--- src/rtl/muldiv_ctrl.sv ---
// Multi-cycle multiply/divide sequencer for the execute stage.
// Multiply: the full 64-bit product is registered on the start cycle and then
// held for MUL_LAT cycles. Divide: radix-2 restoring, one quotient bit per
// cycle on magnitudes, with the signs applied on the final step.
module muldiv_ctrl #(
  parameter int unsigned MUL_LAT = 3
) (
  input  logic        clk,
  input  logic        reset,
  input  logic        valid_i,
  input  logic [1:0]  op_i,
  input  logic [31:0] a_i,
  input  logic [31:0] b_i,
  input  logic        flush_i,
  input  logic        ready_i,
  output logic        busy_o,
  output logic        done_o,
  output logic [31:0] hi_o,
  output logic [31:0] lo_o
);

  typedef enum logic [1:0] {StIdle, StMul, StDiv, StDone} state_e;

  state_e      state_q, state_d;
  logic [4:0]  cnt_q, cnt_d;
  logic [63:0] prod_q, prod_d;
  logic [31:0] rem_q, rem_d;
  logic [31:0] quot_q, quot_d;
  logic [31:0] dvs_q, dvs_d;
  logic        neg_q_q, neg_q_d;
  logic        neg_r_q, neg_r_d;
  logic [31:0] hi_q, hi_d;
  logic [31:0] lo_q, lo_d;

  logic        start;
  logic        is_div, is_uns;
  logic        a_neg, b_neg;
  logic [31:0] a_abs, b_abs;
  logic [63:0] mul_a, mul_b, prod;
  logic [32:0] shifted, diff;
  logic        take;
  logic [31:0] rem_nx, quot_nx;

  // Operand decode, product and one restoring-divide step.
  always_comb begin
    start   = (state_q == StIdle) && valid_i && !flush_i;
    is_div  = op_i[1];
    is_uns  = op_i[0];
    a_neg   = !is_uns && a_i[31];
    b_neg   = !is_uns && b_i[31];
    a_abs   = a_neg ? (32'd0 - a_i) : a_i;
    b_abs   = b_neg ? (32'd0 - b_i) : b_i;
    // Low 64 bits of the product of 64-bit extended operands are exact for
    // both signed and unsigned forms.
    mul_a   = {{32{a_neg}}, a_i};
    mul_b   = {{32{b_neg}}, b_i};
    prod    = mul_a * mul_b;
    shifted = {rem_q, quot_q[31]};
    diff    = shifted - {1'b0, dvs_q};
    take    = !diff[32];
    rem_nx  = take ? diff[31:0] : shifted[31:0];
    quot_nx = {quot_q[30:0], take};
  end

  // Next-state and datapath register updates; flush overrides everything.
  always_comb begin
    state_d = state_q;
    cnt_d   = cnt_q;
    prod_d  = prod_q;
    rem_d   = rem_q;
    quot_d  = quot_q;
    dvs_d   = dvs_q;
    neg_q_d = neg_q_q;
    neg_r_d = neg_r_q;
    hi_d    = hi_q;
    lo_d    = lo_q;
    unique case (state_q)
      StIdle: begin
        if (start) begin
          if (!is_div) begin
            prod_d  = prod;
            cnt_d   = 5'(MUL_LAT - 1);
            state_d = StMul;
          end else if (b_i == 32'd0) begin
            hi_d    = a_i;
            lo_d    = 32'hFFFF_FFFF;
            state_d = StDone;
          end else begin
            quot_d  = a_abs;
            dvs_d   = b_abs;
            rem_d   = 32'd0;
            neg_q_d = a_neg ^ b_neg;
            neg_r_d = a_neg;
            cnt_d   = 5'd31;
            state_d = StDiv;
          end
        end
      end
      StMul: begin
        cnt_d = cnt_q - 5'd1;
        if (cnt_q == 5'd0) begin
          hi_d    = prod_q[63:32];
          lo_d    = prod_q[31:0];
          state_d = StDone;
        end
      end
      StDiv: begin
        rem_d  = rem_nx;
        quot_d = quot_nx;
        cnt_d  = cnt_q - 5'd1;
        if (cnt_q == 5'd0) begin
          lo_d    = neg_q_q ? (32'd0 - quot_nx) : quot_nx;
          hi_d    = neg_r_q ? (32'd0 - rem_nx) : rem_nx;
          state_d = StDone;
        end
      end
      StDone: begin
        if (ready_i) state_d = StIdle;
      end
      default: state_d = StIdle;
    endcase
    if (flush_i) begin
      state_d = StIdle;
      hi_d    = hi_q;
      lo_d    = lo_q;
    end
  end

  // State and datapath registers.
  always_ff @(posedge clk or posedge reset) begin
    if (reset) begin
      state_q <= StIdle;
      cnt_q   <= 5'd0;
      prod_q  <= 64'd0;
      rem_q   <= 32'd0;
      quot_q  <= 32'd0;
      dvs_q   <= 32'd0;
      neg_q_q <= 1'b0;
      neg_r_q <= 1'b0;
      hi_q    <= 32'd0;
      lo_q    <= 32'd0;
    end else begin
      state_q <= state_d;
      cnt_q   <= cnt_d;
      prod_q  <= prod_d;
      rem_q   <= rem_d;
      quot_q  <= quot_d;
      dvs_q   <= dvs_d;
      neg_q_q <= neg_q_d;
      neg_r_q <= neg_r_d;
      hi_q    <= hi_d;
      lo_q    <= lo_d;
    end
  end

  // Stall while starting or iterating; done is purely the DONE state.
  always_comb begin
    busy_o = start || (state_q == StMul) || (state_q == StDiv);
    done_o = (state_q == StDone);
    hi_o   = hi_q;
    lo_o   = lo_q;
  end

endmodule

--- config.mk ---
export PLATFORM = sky130hd
export DESIGN_NAME = muldiv_ctrl
export DESIGN_NICKNAME = d
export VERILOG_FILES = /design/src/rtl/muldiv_ctrl.sv
export SDC_FILE = /design/constraint.sdc
export NUM_CORES = 2
export LEC_CHECK = 0
export CORE_MARGIN = 2
export CORE_UTILIZATION = 40
export CTS_BUF_LIST = sky130_fd_sc_hd__clkbuf_4 sky130_fd_sc_hd__clkbuf_8 sky130_fd_sc_hd__clkbuf_16
export CTS_CLUSTER_SIZE = 40
export DETAILED_ROUTE_END_ITERATION = 10
export GPL_TIMING_DRIVEN = 0
export REMOVE_ABC_BUFFERS = 1
export SLEW_MARGIN = 15
export SYNTH_ARGS = -nofsm -noshare
export SYNTH_HDL_FRONTEND = slang
export SYNTH_SLANG_ARGS = --single-unit
--- constraint.sdc ---
create_clock -name clk -period 10.4 [get_ports clk]
set_input_delay 1.56 -clock clk [delete_from_list [all_inputs] [get_ports clk]]
set_output_delay 1.56 -clock clk [all_outputs]
set_load 0.01 [all_outputs]
# Word-level counts from Yosys, hierarchy flattened
# Index checks and enable logic that the tools add are counted.
[totals] output_inout_bits=66 reg_bits=233
[op_classes] n_eq_ne=13 mul=1 n_reduce_logical=22 bitwise_logic=4 n_mux=36 n_addsub=6
[op_table] operator="2-to-1 mux 32 bit" n=21
[op_table] operator="case mux 32 bit (3 select lines)" n=2
[op_table] operator="case mux 32 bit (2 select lines)" n=2
[op_table] operator="subtractor 1 x 32 -> 32 bit, first input constant" n=4
[op_table] operator="multiplier 33 x 33 -> 64 bit" n=1
[op_table] operator="subtractor 33 x 32 -> 33 bit" n=1
[op_table] operator="logical NOT 32 bit" n=1
[op_table] operator="2-to-1 mux 5 bit" n=3
[op_table] operator="2-to-1 mux 2 bit" n=5
[op_table] operator="inequality test 2 bit, second input constant" n=5
[op_table] operator="case mux 5 bit (2 select lines)" n=1
[op_table] operator="inequality test 3 bit, second input constant" n=3
[op_table] operator="AND reduction 3 bit" n=3
[op_table] operator="AND reduction 4 bit" n=2
[op_table] operator="AND reduction 7 bit" n=1
[op_table] operator="case mux 2 bit (3 select lines)" n=1
[op_table] operator="logical NOT 5 bit" n=1
[op_table] operator="subtractor 5 x 1 -> 5 bit, second input constant" n=1
[op_table] operator="equality test 2 bit, second input constant" n=2
[op_table] operator="logical AND 1 bit" n=4
[op_table] operator="nonzero test 2 bit" n=2
[op_table] operator="logical NOT 1 bit" n=3
[op_table] operator="inequality test 3 x 1 -> 1 bit, second input constant" n=1
[op_table] operator="inverter 1 bit" n=3
[op_table] operator="8 further kinds" n=9

# Depth between registers and ports, before layout
[logic_depth] depth_word=7 mapped_depth=32 depth_no_buf=30

# Least setup slack after synthesis
# OpenSTA, ideal clock, no wires.
[synth_path] path_type="input -> register" start="in a_i[31]" end="reg prod_q[62]" arrival_ps=9493 stages=28 path_slack_ps=817 required_ps=10310 path_buffers=3 cell_sequence="clkbuf_1 nand2b_1 clkbuf_1 clkbuf_1 nor2_1 fa_1 fa_1 fa_1 inv_1 fa_1 inv_1 fa_1 fa_1 inv_1 fa_1 inv_1 fa_1 ha_1 a21o_1 a21o_1 a21oi_1 o21ai_0 nor3_1 a211o_1 o311ai_1 or3_1 a311o_1 o2111ai_1"
[synth_via] elab_chain_len=2
[synth_rtl] element="start, declared" line="12" source="input logic [31:0] a_i,"
[synth_rtl] element="logical AND 1 bit" line="49" source="a_neg = !is_uns && a_i[31];"
[synth_rtl] element="multiplier 33 x 33 -> 64 bit (*)" line="57" source="prod = mul_a * mul_b;"
[synth_rtl] element="end signal, assigned" line="145" source="prod_q <= prod_d;"
[synth_rtl] element="end, declared" line="26" source="logic [63:0] prod_q, prod_d;"
# Every way passes the cells marked *; elsewhere a longest branch is shown, timed or not.
# A chain may end at the register's enable or synchronous reset.

# Worst setup path in the final report
[layout_path] start="in op_i[0]" end="reg prod_q[63]"
[layout_via] elab_chain_len=3
[layout_rtl] element="start, declared" line="11" source="input logic [1:0] op_i,"
[layout_rtl] element="logical NOT 1 bit (*)" line="49, 50"
[layout_rtl] element="logical AND 1 bit, on equally long branches" line="49, 50"
[layout_rtl] element="multiplier 33 x 33 -> 64 bit (*)" line="57"
# Marked as above.

==> flow_summary.toml <==
[status]
status = "finished, final reports clean"

[floorplan]
die_h_um = 367
ios = 137
initial_core_util_pct = 40.1
dieArea_um2 = 134000
rows = 133
die_w_um = 367
design.core.area_um2 = 131000

[worst_hold_path]
hold_path_class = "reg2reg"
hold_end = "hi_o[23]$_DFFE_PP0P_"
whs_path_depth = 2
hold_start = "hi_o[23]$_DFFE_PP0P_"

[logic_synthesis]
synth_top_cell_area_share_pct = 42.9
ys.flop_type = "dfrtp_1"
syn_inst = 5953
synth_cell_types = 81
synth_edf_count = 0
synth_area_leader_cell = "fa_1"
synth_warnings = 0
synth_area_um2 = 52600
async_flop_share_pct = 100
synth.avg_cell_area_um2 = 8.83
ys_seq_area_share_pct = 11.1
synth_seq_cells = 233
synth.area.top_cells = "fa_1 (43%), dfrtp_1 (11%), inv_1 (8.2%)"

[timing]
whs_ns = 0.479
fmax_mhz = 98.3
worst_pin_slew_ns = 1.17
slew_violations = 0
maxSlewHeadroom_pct = 21.2
min_period_ns = 10.17
skew_ns = 0.0430
finalCritPeriodShare_pct = 97.8
rsz0062_at_grt = "no"
hold_viol = 0
setup_viol = 0

[cts]
cts_buffers = 28
clkSinkCount = 233
clockBufferDepth = 3
cts.clk_slew.worst_paths_ns = 0.06
cts_tree = "done"
insertion_delay_ns = 0.60
root_buffer = "clkbuf_16"
htree_levels = 1

[worst_setup_path]
startpoint_type = "input pin"
cp.required_ns = 10.83
worstReg2RegEnd = "hi_o[30]$_DFFE_PP0P_"
reg2reg_depth = 21
crit_type = "in2reg"
reg2reg_from = "quot_q[31]$_DFFE_PP0P_"
critPathMaxStageDelay_ns = 0.65
cpLargestDelayFamily = "adder cells"
cp_max_fo = 25
slowest_stage = "fa_2"
rrSetupSlack_ns = 3.47
cp_common_cell = "fa_1"
worstSetupEndpointType = "flop"
critPathBufInv = 9
crit_arrival_ns = 10.60

[layout]
area_growth_pct = 8.52
layout_commonest_cell = "inv_1"
mostFrequentLayoutCells = "inv_1 (1144), fa_1 (1123), nand2_1 (940)"
final_area_um2 = 57000
layout-drive-gt1-share_pct = 4.57
diodes = 0
fin_nets = 7269

[route]
vias_per_cell = 5.33
drc = 0
vias = 40500
drt_iter0_drc = 2843
ant_nets = 0
totalWireLength_mm = 163
dr.pass1.iters = 7
post_drt_wl_per_cell_um = 21.5

[global_routing]
grt_use_total_pct = 24.6
grt_max_degree = 105
grt_pass1_wl_mm = 255
antenna_found_initial = 1
grt.overflow.total = 0
grt_pass1_vias = 42700

[placed_design]
placed_area_um2 = 55900
routabilityCongestion = 0.890
io_buffer_count = 136
hpwlAfterDp_mm = 126

[job]
drv_cap = 0
-- layout make-up --
cell class | instances | area, um2
tap | 1755 | 2200
fill | 12900 | 73900
sequential | 233 | 5830
timing repair buffer | 218 | 2620
clock buffer | 37 | 793
inverter | 1150 | 4330
multi-input combinational | 4187 | 41100
clock inverter | 14 | 183
-- worst register-to-register path, cell delays in order (launching register included) --
cell	delay, ns
dfrtp_1	0.43
inv_1	0.12
ha_1	0.17
inv_1	0.05
fa_1	0.43
a211oi_2	0.29
o21ai_2	0.16
a311oi_2	0.43
nor3_1	0.19
o21a_2	0.32
a211oi_4	0.60
inv_2	0.59
a21oi_1	0.58
ha_1	0.29
inv_1	0.08
nor4_1	0.68
nor3b_1	0.39
a21oi_1	0.14
nand4b_4	0.25
o31ai_2	0.30
xnor2_1	0.18
o22ai_1	0.11
-- flip-flops by register name (all words and copies together), names as in the netlist --
register,count
cnt_q,5
prod_q,64
rem_q,32
neg_q_q,1
lo_o,32
state_q,2
neg_r_q,1
dvs_q,32
hi_o,32
quot_q,32
-- per-stage QoR --
step           cells  util [%]  setup WS [ns]  setup TNS, ns
2_1_floorplan   5569         -        -0.0636        -0.0765
3_3_place_gp    7460      41.7          -7.06        -813.82
3_5_place_dp    7531      42.7          -2.05         -24.33
5_1_grt         7594      43.6         0.0496              0
4_1_cts         7590      43.5         0.0445              0
6_report        7594      43.6          0.225              0
-- cells in the mapped netlist, drive strengths merged, types with 13 or more instances --
cell type,instances
inv,1149
fa,1126
nand2,941
and2,368
clkbuf,312
o21ai,278
ha,254
dfrtp,233
nor2,230
a21oi,196
xnor2,126
xor2,92
buf,72
nand3,71
nor3,52
a21o,46
a221oi,35
o31ai,33
nand2b,31
a211oi,23
a41oi,22
mux2i,21
or3,20
a31oi,16
nand4,15
nor4,15
o21a,15
o21bai,14
o41ai,14
and3,13
-- worst max path at each step --
stage,from,to,slack (ns),cells after the start
floorplan,op_i[0],prod_q[62]$_DFFE_PP0P_,-0.06,26
global placement,b_i[6],hi_o[19]$_DFFE_PP0P_,-7.06,10
detailed placement,op_i[0],prod_q[62]$_DFFE_PP0P_,-2.05,26
CTS,a_i[31],prod_q[62]$_DFFE_PP0P_,0.04,31
global route,a_i[31],prod_q[63]$_DFFE_PP0P_,0.05,33
finish,op_i[0],prod_q[63]$_DFFE_PP0P_,0.23,31
-- logic make-up after synthesis --
| kind of cell | share of synthesized area, % |
|---|---|
| compound gates | 8.94 |
| xor+xnor | 3.63 |
| fa+ha+maj | 48.9 |
| buf+inv | 11.0 |
| flops | 11.1 |
| mux | 0.593 |
| simple gates | 15.8 |
-- routing by layer --
layer  up-vias  wire [um]  GRT usage, %
li1      17800          -             -
met1     20900      69400          34.4
met4         0       6190          8.04
met5         -          0             0
met2      1589      74800          39.1
met3       303      12600          3.72
-- repair_timing --
action	4_1_cts	5_1_grt
gates cloned	1	1
resized for setup	10	8
hold buffers	0	0
pin swaps	1	2
setup endpoints to repair	16	3
setup buffers	7	3
Power is not shown: default switching activity piles up to over one toggle a cycle in this logic, so the estimate is an artifact.
